==> src/rtl/i2c_cmd_sequencer_if.sv <==
// Signal bundle between system logic, i2c_cmd_sequencer and the I2C master.
// slave is the sequencer's view; master is the view of the logic driving it.
interface i2c_cmd_sequencer_if #(
    parameter int unsigned FIFO_DEPTH = 4
);
    localparam int unsigned CNT_FW = $clog2(FIFO_DEPTH) + 1;

    logic              cmd_valid;
    logic              cmd_ready;
    logic [6:0]        cmd_addr;
    logic              cmd_rw;
    logic [7:0]        cmd_data;
    logic              rsp_valid;
    logic              rsp_rw;
    logic [6:0]        rsp_addr;
    logic [7:0]        rsp_data;
    logic              rsp_timeout;
    logic              mst_enable;
    logic [6:0]        mst_addr;
    logic              mst_rw;
    logic [7:0]        mst_data_in;
    logic [7:0]        mst_data_out;
    logic              mst_ready;
    logic              busy;
    logic [CNT_FW-1:0] fifo_count;

    modport slave (
        input  cmd_valid, cmd_addr, cmd_rw, cmd_data, mst_data_out, mst_ready,
        output cmd_ready, rsp_valid, rsp_rw, rsp_addr, rsp_data, rsp_timeout,
               mst_enable, mst_addr, mst_rw, mst_data_in, busy, fifo_count
    );

    modport master (
        output cmd_valid, cmd_addr, cmd_rw, cmd_data, mst_data_out, mst_ready,
        input  cmd_ready, rsp_valid, rsp_rw, rsp_addr, rsp_data, rsp_timeout,
               mst_enable, mst_addr, mst_rw, mst_data_in, busy, fifo_count
    );
endinterface

==> src/rtl/i2c_cmd_sequencer.sv <==
// Queues I2C commands and issues them one at a time to the master over the
// enable/ready handshake, returning a one-cycle response per command.
module i2c_cmd_sequencer #(
    parameter int unsigned FIFO_DEPTH     = 4,
    parameter int unsigned TIMEOUT_CYCLES = 100000,
    parameter int unsigned CNT_W          = 17
) (
    input logic                clk,
    input logic                rst,
    i2c_cmd_sequencer_if.slave bus
);
    localparam int unsigned PTR_W  = $clog2(FIFO_DEPTH);
    localparam int unsigned CNT_FW = PTR_W + 1;
    localparam int unsigned ENT_W  = 16;

    typedef enum logic [1:0] {IDLE, LAUNCH, RUN, RESP} state_e;

    state_e            state_q, state_d;
    logic [CNT_W-1:0]  tmo_q, tmo_d;
    logic [ENT_W-1:0]  mem_q [FIFO_DEPTH];
    logic [PTR_W-1:0]  wr_ptr_q, wr_ptr_d, rd_ptr_q, rd_ptr_d;
    logic [CNT_FW-1:0] count_q, count_d;
    logic              cmd_ready_q, cmd_ready_d;
    logic              busy_q, busy_d;
    logic              mst_enable_q, mst_enable_d;
    logic [6:0]        mst_addr_q, mst_addr_d;
    logic              mst_rw_q, mst_rw_d;
    logic [7:0]        mst_data_q, mst_data_d;
    logic              rsp_valid_q, rsp_valid_d;
    logic              rsp_rw_q, rsp_rw_d;
    logic [6:0]        rsp_addr_q, rsp_addr_d;
    logic [7:0]        rsp_data_q, rsp_data_d;
    logic              rsp_timeout_q, rsp_timeout_d;

    logic              push_c, pop_c, tmo_hit_c, done_c, to_c;
    logic [ENT_W-1:0]  head_c;

    assign push_c    = bus.cmd_valid && cmd_ready_q;
    assign pop_c     = (state_q == IDLE) && (count_q != '0) && bus.mst_ready;
    assign tmo_hit_c = (tmo_q == CNT_W'(TIMEOUT_CYCLES - 1));
    assign head_c    = mem_q[rd_ptr_q];

    // Queue bookkeeping; a push at full is already blocked by cmd_ready.
    always_comb begin
        wr_ptr_d    = wr_ptr_q + PTR_W'(push_c);
        rd_ptr_d    = rd_ptr_q + PTR_W'(pop_c);
        count_d     = count_q + CNT_FW'(push_c) - CNT_FW'(pop_c);
        cmd_ready_d = (count_d < CNT_FW'(FIFO_DEPTH));
    end

    always_ff @(posedge clk) begin
        if (push_c) begin
            mem_q[wr_ptr_q] <= {bus.cmd_addr, bus.cmd_rw, bus.cmd_data};
        end
    end

    always_comb begin
        state_d       = state_q;
        tmo_d         = tmo_q + CNT_W'(1);
        mst_enable_d  = mst_enable_q;
        mst_addr_d    = mst_addr_q;
        mst_rw_d      = mst_rw_q;
        mst_data_d    = mst_data_q;
        rsp_valid_d   = 1'b0;
        rsp_rw_d      = rsp_rw_q;
        rsp_addr_d    = rsp_addr_q;
        rsp_data_d    = rsp_data_q;
        rsp_timeout_d = rsp_timeout_q;
        done_c        = 1'b0;
        to_c          = 1'b0;

        case (state_q)
            IDLE: begin
                tmo_d = '0;
                if (pop_c) begin
                    state_d      = LAUNCH;
                    mst_enable_d = 1'b1;
                    mst_addr_d   = head_c[15:9];
                    mst_rw_d     = head_c[8];
                    mst_data_d   = head_c[7:0];
                end
            end
            LAUNCH: begin
                if (!bus.mst_ready) begin
                    state_d      = RUN;
                    mst_enable_d = 1'b0;
                    tmo_d        = '0;
                end else if (tmo_hit_c) begin
                    done_c = 1'b1;
                    to_c   = 1'b1;
                end
            end
            RUN: begin
                if (bus.mst_ready) begin
                    done_c = 1'b1;
                end else if (tmo_hit_c) begin
                    done_c = 1'b1;
                    to_c   = 1'b1;
                end
            end
            RESP: begin
                state_d = IDLE;
                tmo_d   = '0;
            end
            default: state_d = IDLE;
        endcase

        // Completion (normal or aborted) always passes through RESP.
        if (done_c) begin
            state_d       = RESP;
            tmo_d         = '0;
            mst_enable_d  = 1'b0;
            rsp_valid_d   = 1'b1;
            rsp_rw_d      = mst_rw_q;
            rsp_addr_d    = mst_addr_q;
            rsp_timeout_d = to_c;
            rsp_data_d    = (!to_c && mst_rw_q) ? bus.mst_data_out : 8'h00;
        end

        busy_d = (state_d != IDLE);
    end

    always_ff @(posedge clk) begin
        if (rst) begin
            state_q       <= IDLE;
            tmo_q         <= '0;
            wr_ptr_q      <= '0;
            rd_ptr_q      <= '0;
            count_q       <= '0;
            cmd_ready_q   <= 1'b0;
            busy_q        <= 1'b0;
            mst_enable_q  <= 1'b0;
            mst_addr_q    <= '0;
            mst_rw_q      <= 1'b0;
            mst_data_q    <= '0;
            rsp_valid_q   <= 1'b0;
            rsp_rw_q      <= 1'b0;
            rsp_addr_q    <= '0;
            rsp_data_q    <= '0;
            rsp_timeout_q <= 1'b0;
        end else begin
            state_q       <= state_d;
            tmo_q         <= tmo_d;
            wr_ptr_q      <= wr_ptr_d;
            rd_ptr_q      <= rd_ptr_d;
            count_q       <= count_d;
            cmd_ready_q   <= cmd_ready_d;
            busy_q        <= busy_d;
            mst_enable_q  <= mst_enable_d;
            mst_addr_q    <= mst_addr_d;
            mst_rw_q      <= mst_rw_d;
            mst_data_q    <= mst_data_d;
            rsp_valid_q   <= rsp_valid_d;
            rsp_rw_q      <= rsp_rw_d;
            rsp_addr_q    <= rsp_addr_d;
            rsp_data_q    <= rsp_data_d;
            rsp_timeout_q <= rsp_timeout_d;
        end
    end

    assign bus.cmd_ready   = cmd_ready_q;
    assign bus.busy        = busy_q;
    assign bus.fifo_count  = count_q;
    assign bus.mst_enable  = mst_enable_q;
    assign bus.mst_addr    = mst_addr_q;
    assign bus.mst_rw      = mst_rw_q;
    assign bus.mst_data_in = mst_data_q;
    assign bus.rsp_valid   = rsp_valid_q;
    assign bus.rsp_rw      = rsp_rw_q;
    assign bus.rsp_addr    = rsp_addr_q;
    assign bus.rsp_data    = rsp_data_q;
    assign bus.rsp_timeout = rsp_timeout_q;
endmodule
==> src/flat_wrapper.sv <==
// flat-port wrapper written by rule: the top's interface ports become plain ports
module i2c_cmd_sequencer_flat 
#(
    parameter int unsigned FIFO_DEPTH     = 4,
    parameter int unsigned TIMEOUT_CYCLES = 100000,
    parameter int unsigned CNT_W          = 17
)
  (clk, rst, bus_cmd_valid, bus_cmd_addr, bus_cmd_rw, bus_cmd_data, bus_mst_data_out, bus_mst_ready, bus_cmd_ready, bus_rsp_valid, bus_rsp_rw, bus_rsp_addr, bus_rsp_data, bus_rsp_timeout, bus_mst_enable, bus_mst_addr, bus_mst_rw, bus_mst_data_in, bus_busy, bus_fifo_count);
  i2c_cmd_sequencer_if #(.FIFO_DEPTH(FIFO_DEPTH)) bus_i ();
  input logic clk;
  input logic rst;
  input wire logic [$bits(bus_i.cmd_valid)-1:0] bus_cmd_valid;
  input wire logic [$bits(bus_i.cmd_addr)-1:0] bus_cmd_addr;
  input wire logic [$bits(bus_i.cmd_rw)-1:0] bus_cmd_rw;
  input wire logic [$bits(bus_i.cmd_data)-1:0] bus_cmd_data;
  input wire logic [$bits(bus_i.mst_data_out)-1:0] bus_mst_data_out;
  input wire logic [$bits(bus_i.mst_ready)-1:0] bus_mst_ready;
  output wire logic [$bits(bus_i.cmd_ready)-1:0] bus_cmd_ready;
  output wire logic [$bits(bus_i.rsp_valid)-1:0] bus_rsp_valid;
  output wire logic [$bits(bus_i.rsp_rw)-1:0] bus_rsp_rw;
  output wire logic [$bits(bus_i.rsp_addr)-1:0] bus_rsp_addr;
  output wire logic [$bits(bus_i.rsp_data)-1:0] bus_rsp_data;
  output wire logic [$bits(bus_i.rsp_timeout)-1:0] bus_rsp_timeout;
  output wire logic [$bits(bus_i.mst_enable)-1:0] bus_mst_enable;
  output wire logic [$bits(bus_i.mst_addr)-1:0] bus_mst_addr;
  output wire logic [$bits(bus_i.mst_rw)-1:0] bus_mst_rw;
  output wire logic [$bits(bus_i.mst_data_in)-1:0] bus_mst_data_in;
  output wire logic [$bits(bus_i.busy)-1:0] bus_busy;
  output wire logic [$bits(bus_i.fifo_count)-1:0] bus_fifo_count;
  assign bus_i.cmd_valid = bus_cmd_valid;
  assign bus_i.cmd_addr = bus_cmd_addr;
  assign bus_i.cmd_rw = bus_cmd_rw;
  assign bus_i.cmd_data = bus_cmd_data;
  assign bus_i.mst_data_out = bus_mst_data_out;
  assign bus_i.mst_ready = bus_mst_ready;
  assign bus_cmd_ready = bus_i.cmd_ready;
  assign bus_rsp_valid = bus_i.rsp_valid;
  assign bus_rsp_rw = bus_i.rsp_rw;
  assign bus_rsp_addr = bus_i.rsp_addr;
  assign bus_rsp_data = bus_i.rsp_data;
  assign bus_rsp_timeout = bus_i.rsp_timeout;
  assign bus_mst_enable = bus_i.mst_enable;
  assign bus_mst_addr = bus_i.mst_addr;
  assign bus_mst_rw = bus_i.mst_rw;
  assign bus_mst_data_in = bus_i.mst_data_in;
  assign bus_busy = bus_i.busy;
  assign bus_fifo_count = bus_i.fifo_count;
  i2c_cmd_sequencer #(.FIFO_DEPTH(FIFO_DEPTH), .TIMEOUT_CYCLES(TIMEOUT_CYCLES), .CNT_W(CNT_W)) u_core (.clk(clk), .rst(rst), .bus(bus_i));
endmodule
==> config.mk <==
export PLATFORM = sky130hd
export DESIGN_NAME = i2c_cmd_sequencer_flat
export DESIGN_NICKNAME = d
export VERILOG_FILES = /design/src/rtl/i2c_cmd_sequencer_if.sv /design/src/rtl/i2c_cmd_sequencer.sv /design/src/flat_wrapper.sv
export SDC_FILE = /design/constraint.sdc
export NUM_CORES = 1
export LEC_CHECK = 0
export CAP_MARGIN = 20
export CORE_ASPECT_RATIO = 0.5
export CORE_MARGIN = 2
export CORE_UTILIZATION = 40
export CTS_CLUSTER_SIZE = 10
export DETAILED_ROUTE_END_ITERATION = 8
export DONT_BUFFER_PORTS = 1
export GPL_TIMING_DRIVEN = 1
export PLACE_DENSITY = 0.53
export SETUP_SLACK_MARGIN = 0.2
export SKIP_LAST_GASP = 1
export SLEW_MARGIN = 10
export SYNTH_ARGS = -nofsm -noshare
export SYNTH_HDL_FRONTEND = slang
export SYNTH_SLANG_ARGS = --single-unit
export TNS_END_PERCENT = 10
==> constraint.sdc <==
create_clock -name clk -period 5.5 [get_ports clk]
set_input_delay 0.55 -clock clk [delete_from_list [all_inputs] [get_ports clk]]
set_output_delay 0.55 -clock clk [all_outputs]
set_load 0.005 [all_outputs]
==> summary.md <==
| Metric | Value |
|---|---|
| Setup violators final | 0 |
| RR Endpoint | u_core.bus.fifo_count[2] |
| Final core utilization | 0.467 |
| Gr usage total | 0.163 |
| Setup bufs post-CTS | 0 |
| Syn nets | 438 |
| Clock Skew | 8.18 ps |
| First-pass GRT wire length | 16,800 um |
| Crit-path max FO | 18 |
| Die height | 83.9 um |
| Min-delay src | rst |
| Initial antenna violation count | 0 |
| Row count | 29 |
| Final hold violation count | 0 |
| Synth Instances | 401 |
| Worst slack at placement | 2400 ps |
| # H-tree levels | 4 |
| Cell Area, Synth | 0.00510 mm^2 |
| Hold Path Stages | 1 |
| CTS tree | built |
| Drt first pass iters | 4 |
| Fmax | 324 MHz |
| Sink of the worst hold path | u_core.bus.busy |
| DRC viols | 0 |
| Power density cells | 457 mW/mm^2 |
| Simple-Gate Fraction of Synth Area | 0.134 |
| Core Box Area | 0.0126 mm^2 |
| Seq/Total Area, Yosys | 0.624 |
| Via density | 5.13 |
| Post-synth top area cell | edfxtp_1 |
| Synth Area in Compound Gates | 0.0623 |
| Critical path arrival | 3440 ps |
| Most frequent CP cell | ha_1 |
| WL/cell | 17.5 um |
| Reg2reg path depth | 10 |
| 1st-iter DRT viols | 186 |
| Buf/Inv on CP | 2 |
| Post-Syn Area per Cell | 12.7 um^2 |
| Cell Area, Placed | 0.00529 mm^2 |
| Layout cells sized above 1 | 0.151 |
| Resized cells post-CTS | 0 |
| Synth area leaders | edfxtp_1 38%, dfxtp_1 25%, mux4_2 7.1% |
| Remaining antenna violation count | 0 |
| ANT cells | 0 |
| YS warnings | 0 |
| Top cells by count, synth | 64 x edfxtp_1, 63 x dfxtp_1, 36 x nand2_1 |
| CP max stage cell | nand3_1 |
| Number of global-route vias before repair | 3,119 |
| Post-synth EDFFs | 64 |
| Max cap viols | 0 |
| Largest delay share family, worst path | simple AND/OR/NAND/NOR gates |
| Clock transition at path regs | 60 ps |
| Worst slew pin tran | 934 ps |
| Root Buffer | clkbuf_16 |
| Final setup margin | 2420 ps |
| Fillers | 1,145 |
| Synth Flop Type | edfxtp_1 |
| Largest family of logic cells by synthesized area | simple AND/OR/NAND/NOR gates |
| DPL Wire Length | 6860 um |
| RSZ-0062 raised after global routing | no |
| Hold buffer count at cts | 0 |
| Post-synthesis adder-cell area fraction | 0.0235 |
| Horiz. Die Dim | 164 um |
| Final Power | 2.68 mW |
| CP peak stage delay | 480 ps |
| R2r startpoint | u_core.bus.fifo_count[0] |
| GP Congestion | 0.740 |
| Full die area | 0.0137 mm^2 |
| Worst reg-to-reg setup slack | 2420 ps |
| Largest net degree at the start of global routing | 56 |
| TritonCTS Buffers | 17 |
| PortBufs | 0 |
| XOR/XNOR Fraction of Synth Area | 0.0257 |
| Worst-Skew Late Latency | 410 ps |
| VDD IR max | 234 uV |
| Period utilization | 0.560 |
| Post-synth top area share | 0.376 |
| Design area | 0.00586 mm^2 |
| Post-synthesis mux area share | 0.104 |
| Initial core utilization | 0.407 |
| Flops & latches, synth | 127 |
| Setup TNS | 0 ps |
| CTS Sinks | 127 |
| Crit start category | flip-flop |
| Asr flop ratio synth | 0 |
| Drt total wl | 10,300 um |
| Pleak | 1.93 nW |
| Area grow syn2layout | 14.7% |
| Crit Path Class | flip-flop to flip-flop |
| Net count reported at finish | 441 |
| Critical path, cell by cell | or3_1, nand3_1, inv_2, ha_1, inv_1, ha_1, fa_1, xor2_1, xnor2_1, nor2b_1 |
| Outcome | completed |
| Critical path capture point type | flip-flop |
| Slew Viols, Final | 0 |
| WP data required | 5850 ps |
| GRT Residual Overflow | 0 |
| Post-synthesis cell type count | 47 |
| Minimum clock period | 3080 ps |
| Vias | 3,009 |
| Hold WC Path Type | primary input to flip-flop |
| I/O pin cnt | 68 |
| Slew HR | 0.376 |
| Cell with the most instances after synthesis | edfxtp_1 |
| CTS max path bufs | 2 |
flip-flops by register name, indices dropped and copies added (netlist names), 2 cells and up:
signal and flops:
u_core.bus.mst_addr 7, u_core.tmo_q 17, u_core.bus.rsp_data 8, u_core.wr_ptr_q 2, u_core.bus.rsp_addr 7, u_core.rd_ptr_q 2
u_core.bus.fifo_count 3, u_core.state_q 2, u_core.mem_q 64, u_core.bus.mst_data_in 8
worst register-to-register path, delay by kind of cell (launching register included):
family	cells	cell delay, ps
flip-flops	1	330
XOR/XNOR	2	350
AND/OR/NAND/NOR	3	1060
adder cells (fa/ha/maj)	3	950
buffers and inverters	2	330
cells by family after synthesis:
logic type,Yosys count
adders and majority gates,9
and+or+nand+nor,131
buffers and inverters,34
DFF,127
muxes,33
xor gates and xnor gates,15
AOI/OAI and AO/OA,52
final cells by class:
| class | count | area (um^2) | share of cell area |
|---|---|---|---|
| Clock buffer | 17 | 425 | 0.0726 |
| Clock inverter | 14 | 141 | 0.0241 |
| Inverter | 14 | 52.6 | 0.00897 |
| Multi-Input combinational cell | 240 | 1810 | 0.309 |
| Sequential cell | 127 | 3180 | 0.543 |
| Tap cell | 170 | 213 | 0.0363 |
| Timing Repair Buffer | 4 | 30.0 | 0.00513 |
worst max path at each step:
stage          cells after the start                  endpoint                     start  slack, ps
6_report                          10  u_core.bus.fifo_count[2]  u_core.bus.fifo_count[0]       2420
4_1_cts                           10  u_core.bus.fifo_count[2]  u_core.bus.fifo_count[0]       2380
2_1_floorplan                     11  u_core.bus.fifo_count[2]             bus_mst_ready       2720
5_1_grt                           10  u_core.bus.fifo_count[2]  u_core.bus.fifo_count[0]       2200
3_3_place_gp                      10  u_core.bus.fifo_count[2]  u_core.bus.fifo_count[0]       2540
3_5_place_dp                      10  u_core.bus.fifo_count[2]  u_core.bus.fifo_count[0]       2400
routing by layer:
| metal | wire, um | vias to the layer above | track usage |
|---|---|---|---|
| li1 | - | 1448 | - |
| met1 | 4530 | 1483 | 0.201 |
| met2 | 4940 | 59 | 0.264 |
| met3 | 590 | 19 | 0.0517 |
| met4 | 192 | 0 | 0.0686 |
| met5 | 0 | - | 0 |
placed cells by master, fill, tap and decap left out, drive strengths merged, types with 5 or more instances in the layout:
cell type,n
edfxtp,64
nor2,18
a21oi,26
nand2,38
nand3,11
clkinv,7
mux2i,16
o21ai,12
nor2b,7
ha,8
dfxtp,63
xor2,6
clkbuf,17
or3,5
mux4,16
inv,17
nand2b,23
xnor2,9
and2,7
power by group:
| part | switching [mW] | internal [mW] |
|---|---|---|
| clock | 0.414 | 0.663 |
| combinational | 0.246 | 0.197 |
| sequential | 0.0703 | 1.09 |
stage by stage:
| step | hold WS [ps] | std cells |
|---|---|---|
| CTS | 191 | 586 |
| global placement | 445 | 554 |
| detailed placement | 471 | 555 |
| floorplan | 430 | 401 |
| finish | 201 | 586 |
| global route | 190 | 586 |
No activity file was read; power rests on OpenSTA's default activity.
